`config.mk`:
```
export PLATFORM = sky130hd
export DESIGN_NAME = fir_axis_out
export DESIGN_NICKNAME = d
export VERILOG_FILES = /design/src/rtl/fir_axis_out.sv
export SDC_FILE = /design/constraint.sdc
export NUM_CORES = 1
export LEC_CHECK = 0
export ABC_AREA = 1
export BUFFER_PORTS_ARGS = -buffer_cell sky130_fd_sc_hd__buf_2
export CORE_UTILIZATION = 60
export CTS_BUF_LIST = sky130_fd_sc_hd__clkbuf_8 sky130_fd_sc_hd__clkbuf_16
export DETAILED_ROUTE_END_ITERATION = 8
export PLACE_DENSITY = 0.81
export SYNTH_ARGS = -nofsm -noshare
export SYNTH_HDL_FRONTEND = slang
export SYNTH_SLANG_ARGS = --single-unit
export TNS_END_PERCENT = 10
```
`constraint.sdc`:
```
create_clock -name clk -period 5.7 [get_ports clk]
set_input_delay 0.285 -clock clk [delete_from_list [all_inputs] [get_ports clk]]
set_output_delay 0.285 -clock clk [all_outputs]
set_load 0.03 [all_outputs]
```
`src/rtl/fir_axis_out.sv`:
```
// Requantises 32-bit FIR accumulator samples to 16 bits and streams them out of a show-ahead FIFO as framed AXI4-Stream.
// Optional FIR_AXIS_OUT_ROUND_EN selects round-half-up instead of truncation in the quantiser.
module fir_axis_out #(
    parameter int SHIFT     = 15,
    parameter int DEPTH     = 8,
    parameter int FRAME_LEN = 256
) (
    input  logic        clk,
    input  logic        reset,
    input  logic        s_valid,
    input  logic [31:0] s_data,
    output logic        s_ready,
    input  logic        clr_overflow,
    output logic        overflow,
    output logic [15:0] m_axis_tdata,
    output logic        m_axis_tvalid,
    input  logic        m_axis_tready,
    output logic        m_axis_tlast
);
    localparam int PTR_W = $clog2(DEPTH);
    localparam int CNT_W = PTR_W + 1;
    localparam int FRM_W = $clog2(FRAME_LEN);

    logic [PTR_W-1:0] wr_ptr_reg, wr_ptr_next;
    logic [PTR_W-1:0] rd_ptr_reg, rd_ptr_next;
    logic [CNT_W-1:0] count_reg, count_next;
    logic [FRM_W-1:0] frame_cnt_reg, frame_cnt_next;
    logic             overflow_reg, overflow_next;
    logic [15:0]      mem [DEPTH];

    logic signed [32:0] q_ext;
    logic signed [32:0] q_biased;
    logic signed [32:0] q_shifted;
    logic [15:0]        q_data;
    logic               push;
    logic               pop;
    logic               drop;

    // Sign-extend to 33 bits so the rounding bias can never wrap.
    assign q_ext = {s_data[31], s_data};
`ifdef FIR_AXIS_OUT_ROUND_EN
    localparam logic signed [32:0] ROUND_K = 33'sd1 <<< (SHIFT - 1);
    assign q_biased = q_ext + ROUND_K;
`else
    assign q_biased = q_ext;
`endif
    assign q_shifted = q_biased >>> SHIFT;

    always_comb begin
        q_data = q_shifted[15:0];
        if (q_shifted > 33'sd32767) begin
            q_data = 16'h7FFF;
        end else if (q_shifted < -33'sd32768) begin
            q_data = 16'h8000;
        end
    end

    assign s_ready       = (count_reg != CNT_W'(DEPTH));
    assign m_axis_tvalid = (count_reg != '0);
    assign m_axis_tdata  = mem[rd_ptr_reg];
    assign m_axis_tlast  = (frame_cnt_reg == FRM_W'(FRAME_LEN - 1)) && m_axis_tvalid;
    assign overflow      = overflow_reg;

    assign push = s_valid && s_ready;
    assign drop = s_valid && !s_ready;
    assign pop  = m_axis_tvalid && m_axis_tready;

    always_comb begin
        wr_ptr_next    = wr_ptr_reg;
        rd_ptr_next    = rd_ptr_reg;
        count_next     = count_reg;
        frame_cnt_next = frame_cnt_reg;
        overflow_next  = overflow_reg;
        if (push) begin
            wr_ptr_next = wr_ptr_reg + PTR_W'(1);
        end
        if (pop) begin
            rd_ptr_next = rd_ptr_reg + PTR_W'(1);
            if (frame_cnt_reg == FRM_W'(FRAME_LEN - 1)) begin
                frame_cnt_next = '0;
            end else begin
                frame_cnt_next = frame_cnt_reg + FRM_W'(1);
            end
        end
        case ({push, pop})
            2'b10:   count_next = count_reg + CNT_W'(1);
            2'b01:   count_next = count_reg - CNT_W'(1);
            default: count_next = count_reg;
        endcase
        // A drop in the same cycle as a clear keeps the flag set.
        if (drop) begin
            overflow_next = 1'b1;
        end else if (clr_overflow) begin
            overflow_next = 1'b0;
        end
    end

    always_ff @(posedge clk or posedge reset) begin
        if (reset) begin
            wr_ptr_reg    <= '0;
            rd_ptr_reg    <= '0;
            count_reg     <= '0;
            frame_cnt_reg <= '0;
            overflow_reg  <= 1'b0;
        end else begin
            wr_ptr_reg    <= wr_ptr_next;
            rd_ptr_reg    <= rd_ptr_next;
            count_reg     <= count_next;
            frame_cnt_reg <= frame_cnt_next;
            overflow_reg  <= overflow_next;
        end
    end

    // Storage is cleared on reset so the head reads as zero while empty.
    always_ff @(posedge clk or posedge reset) begin
        if (reset) begin
            for (int i = 0; i < DEPTH; i++) begin
                mem[i] <= '0;
            end
        end else if (push) begin
            mem[wr_ptr_reg] <= q_data;
        end
    end
endmodule

```
# Word level (Yosys, flattened, before mapping)
# Cells that the tools add are included.
op_classes:
  muxes: 12
  n_reduce_logical: 9
  bitwise: 2
  n_addsub: 5
  order_cmp: 5
  n_eq_ne: 4
op_table:
  columns: ["op", "count"]
  rows:
  - ["128-bit bitwise mux", 1]
  - ["16-bit 2-to-1 mux", 5]
  - ["16-bit binary-select mux with 3-bit select", 1]
  - ["16-bit demux with 3-bit select", 1]
  - ["17-bit by 16-bit > comparator with 1-bit output (second input constant)", 1]
  - ["17-bit by 16-bit < comparator with 1-bit output (second input constant)", 1]
  - ["8-bit by 1-bit adder with 8-bit output (second input constant)", 1]
  - ["8-bit equality test (second input constant)", 1]
  - ["4-bit greater-or-equal comparator (second input constant)", 2]
  - ["8-bit 2-to-1 mux", 1]
  - ["3-bit NOT with 4-bit output", 2]
  - ["4-bit case mux with 2 select lines", 1]
  - ["3-bit by 1-bit adder with 3-bit output (second input constant)", 2]
  - ["1-bit logical AND", 5]
  - ["4-bit by 1-bit adder with 4-bit output (second input constant)", 1]
  - ["4-bit by 1-bit < comparator with 1-bit output (second input constant)", 1]
  - ["4-bit inequality test (second input constant)", 1]
  - ["2-bit nonzero test", 2]
  - ["4-bit nonzero test", 1]
  - ["4-bit by 1-bit subtractor with 4-bit output (second input constant)", 1]
  - ["2-bit by 1-bit equality test with 1-bit output (second input constant)", 1]
  - ["2-bit equality test (second input constant)", 1]
  - ["1-bit 2-to-1 mux", 2]
  - ["1-bit zero test", 1]
totals:
  output_inout_bits: 20
  in_bits: 37
  reg_bits: 147

# Logic depth before layout (Yosys ltp)
# Gate-level depths: netlist of the first run.
depth:
  ltp_word: 6
  mapped_depth: 14
  ltp_nobuf: 13

# Worst setup path before layout of the first run
# Ideal clock, no wire load.
synth_timing:
  path_type: "register -> register"
  startpoint: "reg count_reg[0]"
  endpoint: "reg count_reg[2]"
  setup_slack_ns: 3.180
  stages_incl_launch_ff: 14
  arrival_ns: 2.438
  path_cell_list: "dfrtp_1 > nor2_4 > nand3_1 > nand2_2 > inv_1 > buf_2 > ha_1 > nand2_1 > inv_1 > nor2_1 > ha_1 > a21oi_1 > or2_2 > a31oi_1"
synth_via:
  elab_chain_cells: 4
  word_cells_on_any_way: 10
synth_lines:
  columns: ["item", "line_no", "text"]
  rows:
  - ["start: declaration", "26", "logic [CNT_W-1:0] count_reg, count_next;"]
  - ["start signal: assignment", "108", "count_reg <= count_next;"]
  - ["4-bit nonzero test *", "59", "assign m_axis_tvalid = (count_reg != '0);"]
  - ["named net m_axis_tvalid", "16", "output logic m_axis_tvalid,"]
  - ["1-bit logical AND *", "66", "assign pop = m_axis_tvalid && m_axis_tready;"]
  - ["named net pop", "36", "logic pop;"]
  - ["2-bit by 1-bit equality test with 1-bit output / 2-bit equality test (equally long branches)", "85", "case ({push, pop})"]
  - ["4-bit case mux with 2 select lines / 2-bit nonzero test (equally long branches)", null, null]
# Mark *: on every way through the listed nets, which the timed path passes. The rest lies on a longest branch.
# A chain may end at the register's enable or synchronous reset.

# Worst setup path in the final report of the first run
layout_timing:
  startpoint: "reg rd_ptr_reg[0]"
  endpoint: "out m_axis_tdata[14]"
layout_via:
  elab_chain_cells: 4
layout_lines:
  columns: ["item", "line_no", "text"]
  rows:
  - ["start: declaration", "25", "logic [PTR_W-1:0] rd_ptr_reg, rd_ptr_next;"]
  - ["start signal: assignment", "107", "rd_ptr_reg <= rd_ptr_next;"]
  - ["3-bit NOT with 4-bit output (not written as such)", "60", "assign m_axis_tdata = mem[rd_ptr_reg];"]
  - ["16-bit binary-select mux with 3-bit select", "60", null]
  - ["16-bit 2-to-1 mux (not written as such) (2 in series)", "60", null]
  - ["end: declaration", "15", "output logic [15:0] m_axis_tdata,"]
# No other way between the ends. The select of a mux whose other input is x is not followed.

==> results of run 1 <==
-- cells in the mapped netlist, types with 6 or more instances --
master,count,area share (%)
ha_1,6,1.1
inv_1,21,1.1
dfrtp_1,147,52
o21ai_0,104,7.4
clkbuf_1,15,0.80
xor2_1,6,0.74
buf_6,22,3.5
nand2_4,8,1.3
o21ai_1,115,8.1
buf_2,12,0.85
nand2_1,213,11
o21ai_2,26,3.2
nand4_1,7,0.62
nor2_1,109,5.8
nand3_1,9,0.64
-- critical path, cell delays in order (launching register included) --
cell,delay (ns)
dfrtp_2,0.38
buf_4,0.34
inv_2,0.91
o21ai_0,0.29
o21ai_1,0.16
nand2_1,0.09
nand2_1,0.10
buf_2,0.20
-- metal layers --
| layer | GRT usage [%] | vias to the layer above | share of wire (%) |
|---|---|---|---|
| met2 | 45.18 | 228 | 47 |
| met1 | 39.12 | 2836 | 45 |
| li1 | - | 2782 | - |
| met5 | 0 | - | 0 |
| met4 | 10.22 | 0 | 1.3 |
| met3 | 7.409 | 18 | 6.9 |
-- cell type report --
type	count	area share, %
repair buffers	44	3.005
clock buffers	21	6.271
inverters	24	1.241
multi-input cells	615	38.28
clock inverters	8	0.8166
well taps	143	2.335
flip-flops and latches	147	48.05
-- stage by stage --
| step | instances | total power, mW | cell area (um^2) | setup WS, ns |
|---|---|---|---|---|
| 6_report | 1002 | 4.883 | 7661 | 2.514 |
| 5_1_grt | 1002 | 5.252 | 7661 | 2.314 |
| 4_1_cts | 1002 | 4.886 | 7661 | 2.523 |
| 3_5_place_dp | 972 | 3.830 | 7108 | 3.029 |
| 3_3_place_gp | 972 | 3.724 | 7108 | 3.057 |
| 2_1_floorplan | 838 | 3.376 | 7077 | 1.464 |
-- how the worst min path moves through the flow --
stage	from	endpoint	slack [ns]	depth (start not counted)
finish	clr_overflow	overflow	0.06	2
global route	clr_overflow	overflow	0.05	2
CTS	clr_overflow	overflow	0.04	2
detailed placement	reset	mem[120]	0.41	2
global placement	reset	mem[120]	0.40	2
floorplan	clr_overflow	overflow	0.39	1
-- cell families (layout without fill, tap and decap cells) --
group           count (synthesis)  after routing  synth area share [%]
compound gates                249            249                 19.04
xor+xnor                        8              8                0.9901
fa+ha+maj                       6              6                 1.061
buf+inv                        76             97                 6.577
flops                         147            147                 51.98
simple gates                  352            352                 20.35
-- power by group through the flow --
| stage | clock [mW] | combinational, mW | sequential (mW) |
|---|---|---|---|
| 2_1_floorplan | 0 | 1.67 | 1.71 |
| 3_3_place_gp | 0 | 1.90 | 1.82 |
| 3_5_place_dp | 0 | 1.98 | 1.85 |
| 4_1_cts | 1.04 | 2.00 | 1.84 |
| 5_1_grt | 1.09 | 2.25 | 1.91 |
| 6_report | 1.03 | 2.00 | 1.85 |
==> metrics.md, run 1 <==
| Metric | Value |
|---|---|
| Most common cell after layout, fill and taps aside | nand2_1 |
| CTS root buf | clkbuf_16 |
| Switching Fraction | 42.85% |
| CTS tree | done |
| I/O Pins | 57 |
| Filler Cells Inserted | 899 |
| Vias per cell | slightly below 6 |
| CP startpoint kind | flop |
| Tcrit/Tclk final | 55.89% |
| RSZ-0062 raised after global routing | no |
| Rel. slew slack | a little under a fifth |
| FFs w/ async S/R, synth | 100.0% |
| Fin crit period | 3.186 ns |
| Setup CP Type | flop to output pin |
| Fin nets | 892 |
| Share of power burned in the clock network | 21.1% |
| Pin count of the biggest net entering global routing | 83 |
| PD cells | 637.4 mW/mm^2 |
| Port buffer count | 41 |
| Cts repair resizes | 0 |
| Worst EP required | 5.41 ns |
| Initial Util | 61.71% |
| Chip Height | 110.6 um |
| Achievable frequency | between 0.3 and 0.4 GHz |
| First-pass DRT Iterations | 5 |
| Synth Flop Type | dfrtp_1 |
| EDFF count, synth | 0 |
| Final setup vio count | 0 |
| Synth Cell Area | 0.007077 mm^2 |
| Critical Path Fanout Max | 66 |
| Synth-to-Final Area Change | 8.257% |
| Setup crit start | rd_ptr_reg[0] |
| Number of diodes | 0 |
| Clock Pin Slew Worst Setup and Hold Paths | around 0.05 ns |
| Hold Crit Class | primary input to flop |
| Syn_nets | ~900 |
| Worst vdd ir | 0.0003853 V |
| CTS Buf Count | 17 |
| Reg2reg start | count_reg[0] |
| Post-route clock skew | 0.005912 ns |
| Setup crit end | m_axis_tdata[14] |
| Pint | between 2 and 3 mW |
| Most frequent cells in the layout | nand2_1, dfrtp_1, o21ai_1, nor2_1, o21ai_0 |
| Post-route DRC | 0 |
| Dpl hpwl | 9170 um |
| Iter 0 DRT Violations | 575 |
| Multi-input logic area | 0.002933 mm^2 |
| Post-CTS setup buffer count | 0 |
| Synth Warn # | 0 |
| NetSw | 2.092 mW |
| Max-capacitance violation count | 0 |
| Crit Reg-Reg Endpoint | count_reg[2] |
| Vias in the first global route | around 5.8k |
| Initial antenna violation count | 0 |
| Status | finished clean |
| Die area | around 0.012 mm^2 |
| Power share of the combinational group | 40.9% |
| Synth unique cells | 28 |
| Vias | 5,864 |
| GRT overflow | 0 |
| Yosys reg bits | roughly 150 |
| Register area | 0.003681 mm^2 |
| Core footprint | 0.01147 mm^2 |
| Register share of total power | roughly 38% |
| Global-route wire length before repair | 27,720 um |
| Clk buf depth | 2 |
| Hold Worst Slack | around 0.056 ns |
| Max reg flops | 128 |
| Clk Latency, worst-skew pair | 0.42 ns |
| Final Hold Fails | 0 |
| CP Data Arrival Time | 2.90 ns |
| Final wirelength | 16,350 um |
| Reg2Reg Setup Slack | 3.16 ns |
| H-Tree Level Count | 4 |
| Pleak | 3.715 nW |
| Setup TNS Final | 0 ns |
| R2r worst-path depth | 12 |
| CP Capture Type | output pin |
| Mapped Cells | 838 |
| Avg Synthesized Cell Area | 8.445 um^2 |
| WL per Instance | between 15 and 20 um |
| GRT Total Usage | approximately 29% |
| Die Wd | 110.6 um |
| Placement Rows | 39 |
| Sequential cell area fraction in the yosys report | between 50% and 60% |
| CTS Sinks | 147 |
| Layout cells sized above 1 | 13.27% |
| Hold_buf cts | 1 |
| DRT antenna net count | 0 |
| Slew Limit Fails | 0 |
| Worst-Margin Slew | around 1.2 ns |
| Fin util | between 60% and 70% |
| Routability cong. | 0.7600 |
Power figures use the tool's default switching activity.
==> run 2: changes to the inputs <==
--- a/config.mk
+++ b/config.mk
@@ -7,10 +7,10 @@
 export LEC_CHECK = 0
 export ABC_AREA = 1
 export BUFFER_PORTS_ARGS = -buffer_cell sky130_fd_sc_hd__buf_2
-export CORE_UTILIZATION = 60
+export CORE_UTILIZATION = 54
 export CTS_BUF_LIST = sky130_fd_sc_hd__clkbuf_8 sky130_fd_sc_hd__clkbuf_16
 export DETAILED_ROUTE_END_ITERATION = 8
-export PLACE_DENSITY = 0.81
+export PLACE_DENSITY = 0.77
 export SYNTH_ARGS = -nofsm -noshare
 export SYNTH_HDL_FRONTEND = slang
 export SYNTH_SLANG_ARGS = --single-unit
==> constraint.sdc (replaced) <==
create_clock -name clk -period 2.8 [get_ports clk]
set_input_delay 0.14 -clock clk [delete_from_list [all_inputs] [get_ports clk]]
set_output_delay 0.14 -clock clk [all_outputs]
set_load 0.03 [all_outputs]
==> run 2 against run 1 <==
Net effect: clock-buffer cell count increased by 2; combinational power increased by 110%; design area increased by 1.8%; sequential power increased by 97%; clock skew increased by 0.0016 ns; register-to-register slack got worse by 2.8 ns; final cell count increased by 3.9%; clock power increased by 100%; critical path depth increased by 5; flip-flop and latch count unchanged; power increased by 100%; die area increased by 11%; critical endpoint is now count_reg[2]; largest cell class unchanged; highest routed layer unchanged.
==> metrics.md, run 2 (synthesis gave the netlist of run 1 again) <==
| Metric | Value |
|---|---|
| Post-CTS setup buffer count | 0 (unchanged) |
| GRT overflow | 0 (unchanged) |
| Slew Limit Fails | 0 (unchanged) |
| Iter 0 DRT Violations | 450 (-22%) |
| Vias | 5,693 (-2.9%) |
| CTS tree | done |
| Final wirelength | 16,030 um (-2.0%) |
| Register area | 0.003681 mm^2 (unchanged) |
| Routability cong. | 0.8324 (+9.5%) |
| R2r worst-path depth | 12 (unchanged) |
| Setup CP Type | flop to flop |
| RSZ-0062 raised after global routing | no |
| Crit Reg-Reg Endpoint | count_reg[2] |
| Hold_buf cts | 3 (+2) |
| Tcrit/Tclk final | about nine tenths |
| Max incr delay on CP | 0.45 ns (-0.46 ns) |
| Core footprint | 0.01272 mm^2 (+11%) |
| Setup crit start | count_reg[0] |
| Achievable frequency | 0.4029 GHz |
| Die Wd | 116.5 um (+5.3%) |
| Vias per cell | 5.469 (-6.6%) |
| CP startpoint kind | flop |
| Clk buf depth | 2 (unchanged) |
| Final setup vio count | 0 (unchanged) |
| Setup TNS Final | 0 ns (unchanged) |
| Fin crit period | ~2.5 ns |
| CP top delay family | simple AND/OR/NAND/NOR gates |
| Cell depth of the worst setup path | 12 (+5) |
| Most common cell after layout, fill and taps aside | nand2_1 |
| Most frequent cells in the layout | nand2_1, dfrtp_1, o21ai_1, nor2_1, o21ai_0 |
| PD cells | 1279 mW/mm^2 (+100%) |
| Clock Pin Slew Worst Setup and Hold Paths | 0.06 ns (about the same) |
| Post-route DRC | 0 (unchanged) |
| Reg2reg start | count_reg[0] |
| CP Cell Sequence | nor2_4 -> nand3_1 -> nand2_2 -> inv_1 -> ha_1 -> nand2_1 -> inv_1 -> nor2_1 -> ha_1 -> a21oi_1 -> or2_2 -> a31oi_1 |
| Cts repair resizes | 0 (unchanged) |
| Rel. slew slack | 45.76% (+27 points) |
| Filler Cells Inserted | 1,131 (+26%) |
| Pin count of the biggest net entering global routing | 148 (+78%) |
| Hold Crit Class | primary input to flop |
| CP max stage cell | dfrtp_1 |
| Global-route wire length before repair | 26,400 um (-4.8%) |
| Number of diodes | 0 (unchanged) |
| CTS root buf | clkbuf_16 |
| Fin util | 61.28% (-5.5 points) |
| Hold_sp | s_valid |
| Multi-input logic area | 0.002933 mm^2 (unchanged) |
| Placed Cells | 1,006 (+3.5%) |
| First-pass DRT Iterations | 5 (unchanged) |
| Post-route clock skew | 0.007526 ns (+0.001614 ns) |
| Port buffer count | 41 (unchanged) |
| Layout cells sized above 1 | 13.58% (+0.31 points) |
| CP Capture Type | flop |
| DRT antenna net count | 0 (unchanged) |
| Reg2Reg Setup Slack | 0.32 ns (-2.84 ns) |
| CP Buf/Inv Count | 2 (-1) |
| CTS Buf Count | 17 (unchanged) |
| CTS Sinks | 147 (unchanged) |
| Critical Path Fanout Max | 14 (-79%) |
| Synth-to-Final Area Change | 10.17% |
| Dpl cell area | 0.007218 mm^2 (+1.5%) |
| Worst-Margin Slew | 0.8137 ns (-0.4034 ns) |
| Final Hold Fails | 0 (unchanged) |
| Clk Latency, worst-skew pair | 0.42 ns (about the same) |
| Post-route cell area | 0.007796 mm^2 (+1.8%) |
| Worst vdd ir | 0.0004716 V (+22%) |
| I/O Pins | 57 (unchanged) |
| Vias in the first global route | 5,281 (-8.3%) |
| Worst EP required | 3.14 ns (-2.27 ns) |
| Dpl hpwl | 9199 um (+0.31%) |
| Max reg flops | 128 (unchanged) |
| CP Data Arrival Time | 2.83 ns (-0.07 ns) |
| Fin nets | 899 (+0.78%) |
| H-Tree Level Count | 4 (unchanged) |
| Hold Worst Slack | 0.04081 ns (-0.01552 ns) |
| Max-capacitance violation count | 0 (unchanged) |
| Status | finished clean |
| Chip Height | 116.5 um (+5.3%) |
| Placement Rows | 41 (+5.1%) |
| Fin cells | 1,041 (+3.9%) |
| WL per Instance | 15.40 um (-5.7%) |
| Die area | 0.01357 mm^2 (+11%) |
| Initial antenna violation count | 0 (unchanged) |
| Pleak | 3.768 nW (+1.4%) |
| Setup crit end | count_reg[2] |
| Initial Util | 55.63% (-6.1 points) |
| GRT Total Usage | 25.65% (-3.2 points) |
-- run 2: cell types whose count changed in the layout (fill, tap and decap cells not counted), sizes merged --
cell	before	now
clkinv	6	3
clkinvlp	0	2
inv	25	28
dlygate4sd3	1	3
bufinv	1	0
buf	43	48
clkbuf	21	23
-- run 2: worst reg2reg max path: cells and delay by family (launching register included) --
kind,cells,cell delay (ns)
AOI/OAI and AO/OA,2,0.17
adders and majority gates,2,0.48
buffers and inverters,2,0.27
DFF,1,0.45
and+or+nand+nor,6,1.04
-- run 2: layout make-up --
class | count | share of cell area [%]
sequential | 147 | 47.22
multi-input combinational | 615 | 37.62
clock buffer | 23 | 6.516
timing repair buffer | 51 | 4.173
tap | 172 | 2.760
inverter | 24 | 1.204
clock inverter | 9 | 0.5136
-- run 2: worst min-delay path by stage --
stage,slack (ns),depth (start not counted),end
5_1_grt,0.05,3,wr_ptr_reg[0]
4_1_cts,0.03,3,wr_ptr_reg[0]
6_report,0.04,3,wr_ptr_reg[0]
2_1_floorplan,0.25,1,overflow
3_3_place_gp,0.33,2,overflow
3_5_place_dp,0.34,2,overflow
-- run 2: metal layers --
layer	vias up	wire, um	global-route usage [%]
met4	0	390	10.77
li1	2804	-	-
met2	95	7824	41.66
met3	31	449	3.477
met5	-	0	0
met1	2763	7364	34.79
-- run 2: stage by stage --
step                      worst slack, ns  power (mW)
after global placement             0.4227       7.766
after floorplan                    0.2803       6.874
final                              0.3181       9.970
after CTS                          0.3424       9.992
after global routing               0.1337       10.71
after detailed placement           0.3572       7.877
-- run 2: where the power goes --
| part | switching, mW | internal [mW] | leakage, nW |
|---|---|---|---|
| Clock | 0.821 | 1.25 | 0.293 |
| Combinational | 2.84 | 1.41 | 1.63 |
| Sequential | 0.585 | 3.06 | 1.85 |
| Total | 4.25 | 5.72 | 3.77 |
==> run 3: changes to the inputs <==
--- a/config.mk
+++ b/config.mk
@@ -7,10 +7,10 @@
 export LEC_CHECK = 0
 export ABC_AREA = 1
 export BUFFER_PORTS_ARGS = -buffer_cell sky130_fd_sc_hd__buf_2
-export CORE_UTILIZATION = 54
+export CORE_UTILIZATION = 45
 export CTS_BUF_LIST = sky130_fd_sc_hd__clkbuf_8 sky130_fd_sc_hd__clkbuf_16
 export DETAILED_ROUTE_END_ITERATION = 8
-export PLACE_DENSITY = 0.77
+export PLACE_DENSITY = 0.66
 export SYNTH_ARGS = -nofsm -noshare
 export SYNTH_HDL_FRONTEND = slang
 export SYNTH_SLANG_ARGS = --single-unit
==> run 3 against run 2 <==
Net effect: clock-buffer cell count fell by 4; via count shrank 2.1%; sequential share of layout area shrank 0.79 points; worst setup slack better by 0.041 ns; combinational power is essentially flat; final cell count is 4.1% higher; design area is 1.7% higher; largest power group unchanged.
==> metrics.md, run 3 (synthesis gave the netlist of run 1 again) <==
| Metric | Value |
|---|---|
| Register area | 0.003681 mm^2 (unchanged) |
| Final setup vio count | 0 (unchanged) |
| Worst EP required | 3.15 ns (about the same) |
| Vias in the first global route | 5,529 (+4.7%) |
| Die Wd | 127.4 um (+9.4%) |
| Cts repair resizes | 0 (unchanged) |
| Global-route wire length before repair | 28,440 um (+7.7%) |
| Post-route clock skew | 0.005648 ns (-0.001878 ns) |
| Max-capacitance violation count | 0 (unchanged) |
| Port buffer count | 41 (unchanged) |
| Hold Crit Class | primary input to flop |
| Pin count of the biggest net entering global routing | 49 (-67%) |
| Max reg flops | 128 (unchanged) |
| Setup TNS Final | 0 ns (unchanged) |
| Post-CTS setup buffer count | 0 (unchanged) |
| Synth-to-Final Area Change | 12.04% |
| GRT overflow | 0 (unchanged) |
| CP Data Arrival Time | 2.79 ns (-0.04 ns) |
| Rel. slew slack | 42.23% (-3.5 points) |
| CP Capture Type | flop |
| GRT Total Usage | 22.90% (-2.8 points) |
| Status | finished clean |
| Iter 0 DRT Violations | 400 (-11%) |
| Place WS | 0.3618 ns (+0.004536 ns) |
| CTS Buf Count | 17 (unchanged) |
| Final Hold Fails | 0 (unchanged) |
| Post-route DRC | 0 (unchanged) |
| Fin nets | 903 (+0.44%) |
| WL per Instance | 15.32 um (-0.49%) |
| Most common cell after layout, fill and taps aside | nand2_1 |
| Pleak | 3.774 nW (+0.15%) |
| Routability cong. | 0.7553 (-9.3%) |
| Hold_buf cts | 3 (unchanged) |
| Multi-input logic area | 0.002933 mm^2 (unchanged) |
| Number of diodes | 0 (unchanged) |
| Final Power | 10.15 mW (+1.8%) |
| Fin crit period | 2.441 ns (-0.04063 ns) |
| Tcrit/Tclk final | 87.19% (-1.5 points) |
| Placement Rows | 45 (+9.8%) |
| Final wirelength | 16,610 um (+3.6%) |
| RSZ-0062 raised after global routing | no |
| Setup CP Type | flop to flop |
| Dpl hpwl | 9647 um (+4.9%) |
| CTS root buf | clkbuf_16 |
| CP Cell Sequence | nor2_4 -> nand3_1 -> nand2_2 -> inv_1 -> ha_1 -> nand2_1 -> inv_1 -> nor2_1 -> ha_1 -> a21oi_1 -> or2_2 -> a31oi_1 |
| Most frequent cells in the layout | nand2_1, dfrtp_1, o21ai_1, nor2_1, o21ai_0 |
| Final setup margin | 0.3588 ns (+0.04063 ns) |
| Critical Path Fanout Max | 14 (unchanged) |
| Clk buf depth | 2 (unchanged) |
| Initial Util | 46.38% (-9.2 points) |
| H-Tree Level Count | 4 (unchanged) |
| Clock Pin Slew Worst Setup and Hold Paths | 0.06 ns (about the same) |
| CTS Sinks | 147 (unchanged) |
| First-pass DRT Iterations | 5 (unchanged) |
| PD cells | 1280 mW/mm^2 (about the same) |
| Filler Cells Inserted | 1,457 (+29%) |
| CP startpoint kind | flop |
| Achievable frequency | 0.4096 GHz (+1.7%) |
| Vias per cell | 5.141 (-6.0%) |
| Core footprint | 0.01526 mm^2 (+20%) |
| Vias | 5,573 (-2.1%) |
| Die area | 0.01623 mm^2 (+20%) |
| Layout cells sized above 1 | 14.55% (+0.97 points) |
| Worst-Margin Slew | 0.8656 ns (+0.05196 ns) |
| Fin util | 51.96% (-9.3 points) |
| Worst vdd ir | 0.0008738 V (+85%) |
| Chip Height | 127.4 um (+9.4%) |
| CTS tree | done |
| Clk Latency, worst-skew pair | 0.42 ns (about the same) |
| Slew Limit Fails | 0 (unchanged) |
| DRT antenna net count | 0 (unchanged) |
| Initial antenna violation count | 0 (unchanged) |
| I/O Pins | 57 (unchanged) |
| Max incr delay on CP | 0.45 ns (about the same) |
| CP max stage cell | dfrtp_1 |
==> run 3: power breakdown <==
| part | internal [mW] | total [mW] | switching (mW) | leakage (nW) |
|---|---|---|---|---|
| registers | 3.06 | 3.62 | 0.567 | 1.85 |
| logic | 1.42 | 4.27 | 2.84 | 1.65 |
| clock network | 1.35 | 2.26 | 0.906 | 0.274 |
| total | 5.83 | 10.1 | 4.32 | 3.77 |
==> run 3: final timing paths <==
check / start / slack (ns) / end / cells past startpoint
max: count_reg[0] / 0.36 / count_reg[2] / 12
min: s_valid / 0.02 / wr_ptr_reg[0] / 3
max reg2reg: count_reg[0] / 0.36 / count_reg[2] / 12
min reg2reg: mem[19] / 0.48 / mem[19] / 2
max in group asynchronous: reset / 1.67 / mem[59] / 4
min in group asynchronous: reset / 0.43 / mem[25] / 3
==> run 3: cell type report <==
class | instances | area share [%]
Multi-Input combinational cell | 615 | 36.99
Clock inverter | 13 | 1.720
Sequential cell | 147 | 46.43
Clock buffer | 19 | 5.712
Inverter | 24 | 1.184
Timing Repair Buffer | 55 | 4.639
Tap cell | 211 | 3.330
==> run 3: routing by layer <==
metal	vias up	GRT usage, %	routed length (um)
met4	0	7.563	207
met5	-	0	0
met3	19	4.690	585
met2	105	37.45	7767
met1	2632	30.48	8049
li1	2817	-	-
==> run 3: worst max-delay path: cells and delay by family, from the launching register on <==
kind	cells	cell delay [ns]
AOI/OAI and AO/OA	2	0.18
adders and majority gates	2	0.46
buffers and inverters	2	0.25
DFF	1	0.45
and+or+nand+nor	6	1.01
==> run 3: through the flow <==
| stage | instances | area, um^2 | hold slack, ns |
|---|---|---|---|
| 3_3_place_gp | 1049 | 7310 | 0.3355 |
| 6_report | 1084 | 7929 | 0.02260 |
| 5_1_grt | 1084 | 7929 | 0.01791 |
| 4_1_cts | 1084 | 7929 | 0.006291 |
| 2_1_floorplan | 838 | 7081 | 0.2487 |
| 3_5_place_dp | 1049 | 7310 | 0.3411 |
